File: config.mk
export PLATFORM = sky130hd
export DESIGN_NAME = sm4_dec_iter
export DESIGN_NICKNAME = d
export VERILOG_FILES = /design/src/rtl/sm4_pkg.sv /design/src/rtl/sm4_tau.sv /design/src/rtl/sm4_dec_iter.sv
export SDC_FILE = /design/constraint.sdc
export NUM_CORES = 2
export LEC_CHECK = 0
export BUFFER_PORTS_ARGS = -buffer_cell sky130_fd_sc_hd__buf_2
export CAP_MARGIN = 20
export CORE_MARGIN = 5
export CORE_UTILIZATION = 40
export CTS_CLUSTER_SIZE = 28
export DETAILED_ROUTE_END_ITERATION = 8
export GPL_TIMING_DRIVEN = 0
export HOLD_SLACK_MARGIN = 0.03
export SETUP_SLACK_MARGIN = 0.4
export SYNTH_ARGS = -nofsm -noshare
export SYNTH_HDL_FRONTEND = slang
export SYNTH_SLANG_ARGS = --single-unit
File: constraint.sdc
create_clock -name clk -period 8.8 [get_ports clk]
set_input_delay 0.44 -clock clk [delete_from_list [all_inputs] [get_ports clk]]
set_output_delay 0.44 -clock clk [all_outputs]
set_load 0.01 [all_outputs]
File: src/rtl/sm4_pkg.sv
// Shared SM4 definitions: system constants, FSM states and the linear/rotation helpers.
//   FK       : key-schedule whitening constant, FK0 in [127:96]
//   SBOX     : 8-bit substitution table, entry 0 is the most significant byte
//   rotl32   : 32-bit rotate left
//   l_data   : round-function linear transform L
//   l_key    : key-schedule linear transform L'
//   ck_word  : round constant CK(i), generated arithmetically from the round index
package sm4_pkg;

    localparam int unsigned WORD_W = 32;
    localparam int unsigned BLK_W  = 128;
    localparam int unsigned NR     = 32;
    localparam int unsigned CNT_W  = 5;

    localparam logic [BLK_W-1:0] FK = 128'hA3B1BAC6_56AA3350_677D9197_B27022DC;

    typedef enum logic [1:0] {IDLE, KEYEXP, ROUND, DONE} state_e;

    localparam logic [0:255][7:0] SBOX = {
        128'hd690e9fecce13db716b614c228fb2c05,
        128'h2b679a762abe04c3aa44132649860699,
        128'h9c4250f491ef987a33540b43edcfac62,
        128'he4b31ca9c908e89580df94fa758f3fa6,
        128'h4707a7fcf37317ba83593c19e6854fa8,
        128'h686b81b27164da8bf8eb0f4b70569d35,
        128'h1e240e5e6358d1a225227c3b01217887,
        128'hd40046579fd327524c3602e7a0c4c89e,
        128'heabf8ad240c738b5a3f7f2cef96115a1,
        128'he0ae5da49b341a55ad933230f58cb1e3,
        128'h1df6e22e8266ca60c02923ab0d534e6f,
        128'hd5db3745defd8e2f03ff6a726d6c5b51,
        128'h8d1baf92bbddbc7f11d95c411f105ad8,
        128'h0ac13188a5cd7bbd2d74d012b8e5b4b0,
        128'h8969974a0c96777e65b9f109c56ec684,
        128'h18f07dec3adc4d2079ee5f3ed7cb3948
    };

    // Shifting the doubled word right by (32-n) leaves the left rotation in the low half.
    function automatic logic [WORD_W-1:0] rotl32(input logic [WORD_W-1:0] x,
                                                 input logic [CNT_W-1:0]  n);
        return WORD_W'({x, x} >> (6'd32 - {1'b0, n}));
    endfunction

    function automatic logic [WORD_W-1:0] l_data(input logic [WORD_W-1:0] b);
        return b ^ rotl32(b, 5'd2) ^ rotl32(b, 5'd10) ^ rotl32(b, 5'd18) ^ rotl32(b, 5'd24);
    endfunction

    function automatic logic [WORD_W-1:0] l_key(input logic [WORD_W-1:0] b);
        return b ^ rotl32(b, 5'd13) ^ rotl32(b, 5'd23);
    endfunction

    // Byte j of CK(i) is (4i+j)*7 mod 256; the 8-bit product wraps for free.
    function automatic logic [WORD_W-1:0] ck_word(input logic [CNT_W-1:0] i);
        logic [WORD_W-1:0] ck;
        ck = '0;
        for (int j = 0; j < 4; j++) begin
            ck[31-8*j -: 8] = 8'({1'b0, i, 2'(j)} * 8'd7);
        end
        return ck;
    endfunction

endpackage

File: src/rtl/sm4_tau.sv
// Non-linear stage tau: four parallel S-boxes on a 32-bit word, purely combinational.
//   a : input word
//   b : substituted word, byte-for-byte
module sm4_tau
    import sm4_pkg::*;
(
    input  logic [WORD_W-1:0] a,
    output logic [WORD_W-1:0] b
);

    assign b = {SBOX[a[31:24]], SBOX[a[23:16]], SBOX[a[15:8]], SBOX[a[7:0]]};

endmodule

File: src/rtl/sm4_dec_iter.sv
// Iterative SM4 core, one round per clock, decrypt by default (encrypt when ENC_SUPPORT=1 and enc=1).
//   clk, rst             : clock, synchronous active-high reset
//   key_load, key_in     : start key expansion (accepted in IDLE only)
//   key_ready            : round-key array valid
//   in_valid/in_ready    : input handshake for din (+ enc)
//   out_valid/out_ready  : output handshake for dout, dout held until consumed
//   busy                 : FSM not in IDLE
module sm4_dec_iter #(
    parameter bit ENC_SUPPORT = 1'b0
) (
    input  logic         clk,
    input  logic         rst,
    input  logic         key_load,
    input  logic [127:0] key_in,
    output logic         key_ready,
    input  logic         in_valid,
    output logic         in_ready,
    input  logic [127:0] din,
    input  logic         enc,
    output logic         out_valid,
    input  logic         out_ready,
    output logic [127:0] dout,
    output logic         busy
);
    import sm4_pkg::*;

    state_e             state;
    logic [CNT_W-1:0]   cnt;
    logic [BLK_W-1:0]   k_q;
    logic [BLK_W-1:0]   x_q;
    logic [WORD_W-1:0]  rk_q [NR];
    logic               enc_q;

    logic [CNT_W-1:0]   rk_idx;
    logic [WORD_W-1:0]  key_tau_in;
    logic [WORD_W-1:0]  key_tau_out;
    logic [WORD_W-1:0]  data_tau_in;
    logic [WORD_W-1:0]  data_tau_out;
    logic [WORD_W-1:0]  rk_new;
    logic [WORD_W-1:0]  x_new;

    // Decrypt walks the keys backwards; ~cnt equals 31-cnt for a 5-bit counter.
    assign rk_idx = (ENC_SUPPORT && enc_q) ? cnt : ~cnt;

    // Separate S-box stages for key schedule and data rounds.
    assign key_tau_in  = k_q[95:64] ^ k_q[63:32] ^ k_q[31:0] ^ ck_word(cnt);
    assign data_tau_in = x_q[95:64] ^ x_q[63:32] ^ x_q[31:0] ^ rk_q[rk_idx];

    sm4_tau u_tau_key  (.a(key_tau_in),  .b(key_tau_out));
    sm4_tau u_tau_data (.a(data_tau_in), .b(data_tau_out));

    assign rk_new = k_q[127:96] ^ l_key(key_tau_out);
    assign x_new  = x_q[127:96] ^ l_data(data_tau_out);

    // key_load wins over a data handshake in the same cycle.
    assign in_ready = (state == IDLE) && key_ready && !key_load;
    assign busy     = (state != IDLE);

    // Control FSM plus key/data shift registers.
    always_ff @(posedge clk) begin
        if (rst) begin
            state     <= IDLE;
            cnt       <= '0;
            key_ready <= 1'b0;
            out_valid <= 1'b0;
            dout      <= '0;
            enc_q     <= 1'b0;
            k_q       <= '0;
            x_q       <= '0;
        end else begin
            case (state)
                IDLE: begin
                    if (key_load) begin
                        k_q       <= key_in ^ FK;
                        key_ready <= 1'b0;
                        cnt       <= '0;
                        state     <= KEYEXP;
                    end else if (in_valid && in_ready) begin
                        x_q   <= din;
                        enc_q <= enc;
                        cnt   <= '0;
                        state <= ROUND;
                    end
                end
                KEYEXP: begin
                    rk_q[cnt] <= rk_new;
                    k_q       <= {k_q[95:0], rk_new};
                    cnt       <= cnt + 5'd1;
                    if (cnt == 5'd31) begin
                        key_ready <= 1'b1;
                        state     <= IDLE;
                    end
                end
                ROUND: begin
                    x_q <= {x_q[95:0], x_new};
                    cnt <= cnt + 5'd1;
                    if (cnt == 5'd31) begin
                        dout      <= {x_new, x_q[31:0], x_q[63:32], x_q[95:64]};
                        out_valid <= 1'b1;
                        state     <= DONE;
                    end
                end
                DONE: begin
                    if (out_ready) begin
                        out_valid <= 1'b0;
                        state     <= IDLE;
                    end
                end
                default: state <= IDLE;
            endcase
        end
    end

endmodule

==> impl_metrics.csv <==
group,metric,value,unit
run_status,status,"finished, final reports clean",
global_routing,grt_pass1_vias,83900,
global_routing,grt_max_degree,32,
critical_path,crit_required,9.43,ns
routing,drc_errors,0,
clock_network,clk_path_buf_depth,3,
timing,timing.slew.headroom,14.9,%
critical_path,slowest_stage,"fa_1",
yosys,yosys-top-cells-area,"edfxtp_1 (36%), dfxtp_1 (9.1%), mux2i_1 (6.7%)",
yosys,yosysMostFrequentCell,"edfxtp_1",
yosys,synth-async-reset-ratio,0,%
yosys,yosysTopAreaCell,"edfxtp_1",
clock_network,cts_root_buffer,"clkbuf_16",
timing,max_freq,0.118,GHz
yosys,synth-main-ff-cell,"edfxtp_1",
routing,antenna_left,0,
place,gp_congestion,1.05,
critical_path,critical_path_class,"register to register",
critical_path,cp_slowest_stage_delay,0.62,ns
floorplanning,fp.dieW,475,um
clock_network,cts_tree,"built",
timing,worst_slew_pin_slew,1.24,ns
critical_path,start_kind,"register",
critical_path,cp-end-kind,"register",
yosys,ys_types,110,
timing,setup_viol,0,
floorplanning,pin_count,394,
timing,fin_crit,8.48,ns
global_routing,grt_overflow_total,0,
routing,vias,89400,
routing,wire_per_inst,39.4,um
place,dp_hpwl,372,mm
finish,drive_gt1_share,14.9,%
yosys,syn_nets,9315,
finish,nNetsFinal,10100,
yosys,ys_ff_latch,1417,
finish,syn_to_final_growth,17.9,%
timing,finClkSkew,0.0709,ns
critical_path,cp_max_fo,28,
yosys,synth-edff-count,1024,
yosys,syn_avg_cell_area,9.74,um^2
critical_path,worstPathArrival,9.11,ns
timing,setup-tns-final,0,ns
timing,hold_viol,0,
worst_hold_path,hp-class,"input port to register",
timing,maxSlewViolCount,0,
floorplanning,initial_core_util,40.3,%
yosys,ys_warn_count,0,
global_routing,grt_pass1_wl,678,mm
floorplanning,num_rows,170,
floorplanning,die_y,475,um
yosys,synthCells,8892,
yosys,synth_top_area_share,35.5,%
global_routing,grt.total_usage,42.2,%
routing,drt_wl_total,500,mm
place,io_buffers,390,
yosys,synth_area,86600,um^2
floorplanning,core_area,215000,um^2
floorplanning,dieArea,226000,um^2
routing,drtIter0Drc,15600,
routing,dr.pass1.iters,9,
run,cap_violations,0,
critical_path,path_cells,"buf_6 -> buf_6 -> buf_6 -> buf_6 -> buf_4 -> buf_4 -> buf_2 -> inv_1 -> fa_1 -> inv_1 -> fa_1 -> xor2_1 -> xor2_1 -> clkbuf_1 -> clkbuf_1 -> o311ai_0 -> o311ai_0 -> o21ai_0 -> o21ai_2 -> xnor2_1 -> xnor2_4 -> buf_6",
yosys,yosys-top-cells-count,"edfxtp_1 (1024), nand2_1 (928), a21oi_1 (767)",
timing,rsz0062_at_grt,"yes",
clock_network,h-tree-depth,4,
routing,viasPerCell,7.04,
clock_network,cts-buffers-inserted,146,
global_routing,antenna_found_initial,40,
timing,finalCritPeriodShare,96.3,%
clock_network,worstSkewPairLatency,0.82,ns
critical_path,crit_top_cell,"buf_6",
clock_network,clock-sinks,1417,
clock_network,cts.clk_slew.worst_paths,0.06,ns
yosys,seq_area_frac_synth,44.6,%
## sequential cells by signal, summed over array words and instances, names as in the netlist
signal,count
state,2
key_ready,1
k_q,128
out_valid,1
x_q,128
cnt,5
rk_q,1024
dout,128
## through the flow
| step | hold WS [ns] | area [um^2] | util [%] | cells | setup slack, ns |
|---|---|---|---|---|---|
| after floorplan | 0.444 | 86600 | - | 8892 | 1.96 |
| after global placement | 0.443 | 92100 | 42.8 | 12100 | -2.76 |
| after detailed placement | 0.444 | 94800 | 44.1 | 12300 | -0.743 |
| after CTS | 0.0301 | 101000 | 47.2 | 12700 | 0.382 |
| after global routing | 0.0370 | 102000 | 47.5 | 12700 | 0.333 |
| final | 0.0553 | 102000 | 47.5 | 12700 | 0.322 |
## placed cells by master (no fill, tap or decap), types with 47 or more instances in the layout
master / Yosys / final
inv_1: 52 / 52
buf_1: 72 / 65
a22oi_1: 233 / 233
buf_2: 193 / 586
a21oi_1: 767 / 756
clkbuf_1: 464 / 423
nor3_1: 229 / 227
dfxtp_1: 393 / 393
a31oi_1: 121 / 115
o21ai_0: 604 / 598
dlygate4sd3_1: 0 / 137
clkbuf_2: 1 / 78
edfxtp_1: 1024 / 1024
o22ai_1: 64 / 64
nor2_1: 743 / 710
nand3_1: 188 / 188
a221oi_1: 90 / 90
xnor2_1: 294 / 246
clkbuf_16: 0 / 149
a311oi_1: 66 / 64
a211oi_1: 320 / 319
buf_4: 52 / 84
mux4_2: 68 / 68
ha_1: 147 / 147
o211ai_1: 145 / 145
xor2_1: 127 / 117
nand2_1: 928 / 926
o221ai_1: 74 / 74
buf_6: 48 / 80
o21ai_1: 43 / 47
o311ai_0: 85 / 85
mux2i_1: 582 / 579
## worst paths after layout
path,depth (start not counted),to,start,slack [ns]
worst max-delay path,22,rk_q[18][28],cnt[1],0.32
worst min register to register,2,dout[81],dout[81],0.45
worst max register to register,22,rk_q[18][28],cnt[1],0.32
worst min-delay path,3,k_q[37],key_in[37],0.06
## worst max-delay path, delay by kind of cell, from the launching register on
kind,cells,cell delay (ns)
AO/OA/AOI/OAI,4,1.22
XOR/XNOR,4,1.66
adder cells (fa/ha/maj),2,1.18
buffers and inverters,12,3.60
flip-flops,1,0.57
## metal layers
metal / up-vias / wire length (um) / global-route usage, % / part of all wire, %
li1: 35500 / - / - / -
met1: 43900 / 184000 / 53.6 / 37
met2: 8040 / 210000 / 62.6 / 42
met3: 1908 / 64200 / 12.3 / 13
met4: 18 / 42400 / 28.0 / 8.5
met5: - / 125 / 0 / 0.025
## cell families after synthesis
kind of cell	count (synthesis)	synth area share [%]
compound gates	2978	22.6
simple gates	2306	11.6
flops	1417	44.6
mux	658	8.60
xor+xnor	457	5.06
fa+ha+maj	166	2.50
buf+inv	910	5.00
## cell type report
class / instances / area (um^2)
Sequential cell: 1417 / 38600
Inverter: 71 / 267
Antenna cell: 22 / 55.1
Clock buffer: 187 / 3930
Timing Repair Buffer: 685 / 5680
Tap cell: 2838 / 3550
Fill cell: 20000 / 113000
Clock inverter: 76 / 973
Buffer: 839 / 4160
Multi-Input combinational cell: 6565 / 44900
## repair_timing
action,4_1_cts,5_1_grt
setup endpoints to repair,1065,1052
pin swaps,1,11
hold endpoints to repair,137,0
resized for setup,83,123
hold buffers,137,0
gates cloned,0,0
buffers inserted,1,14
Power is left out: the tool's default activity adds up to more than one toggle a clock period on the data nets, which glitch-free logic cannot reach.
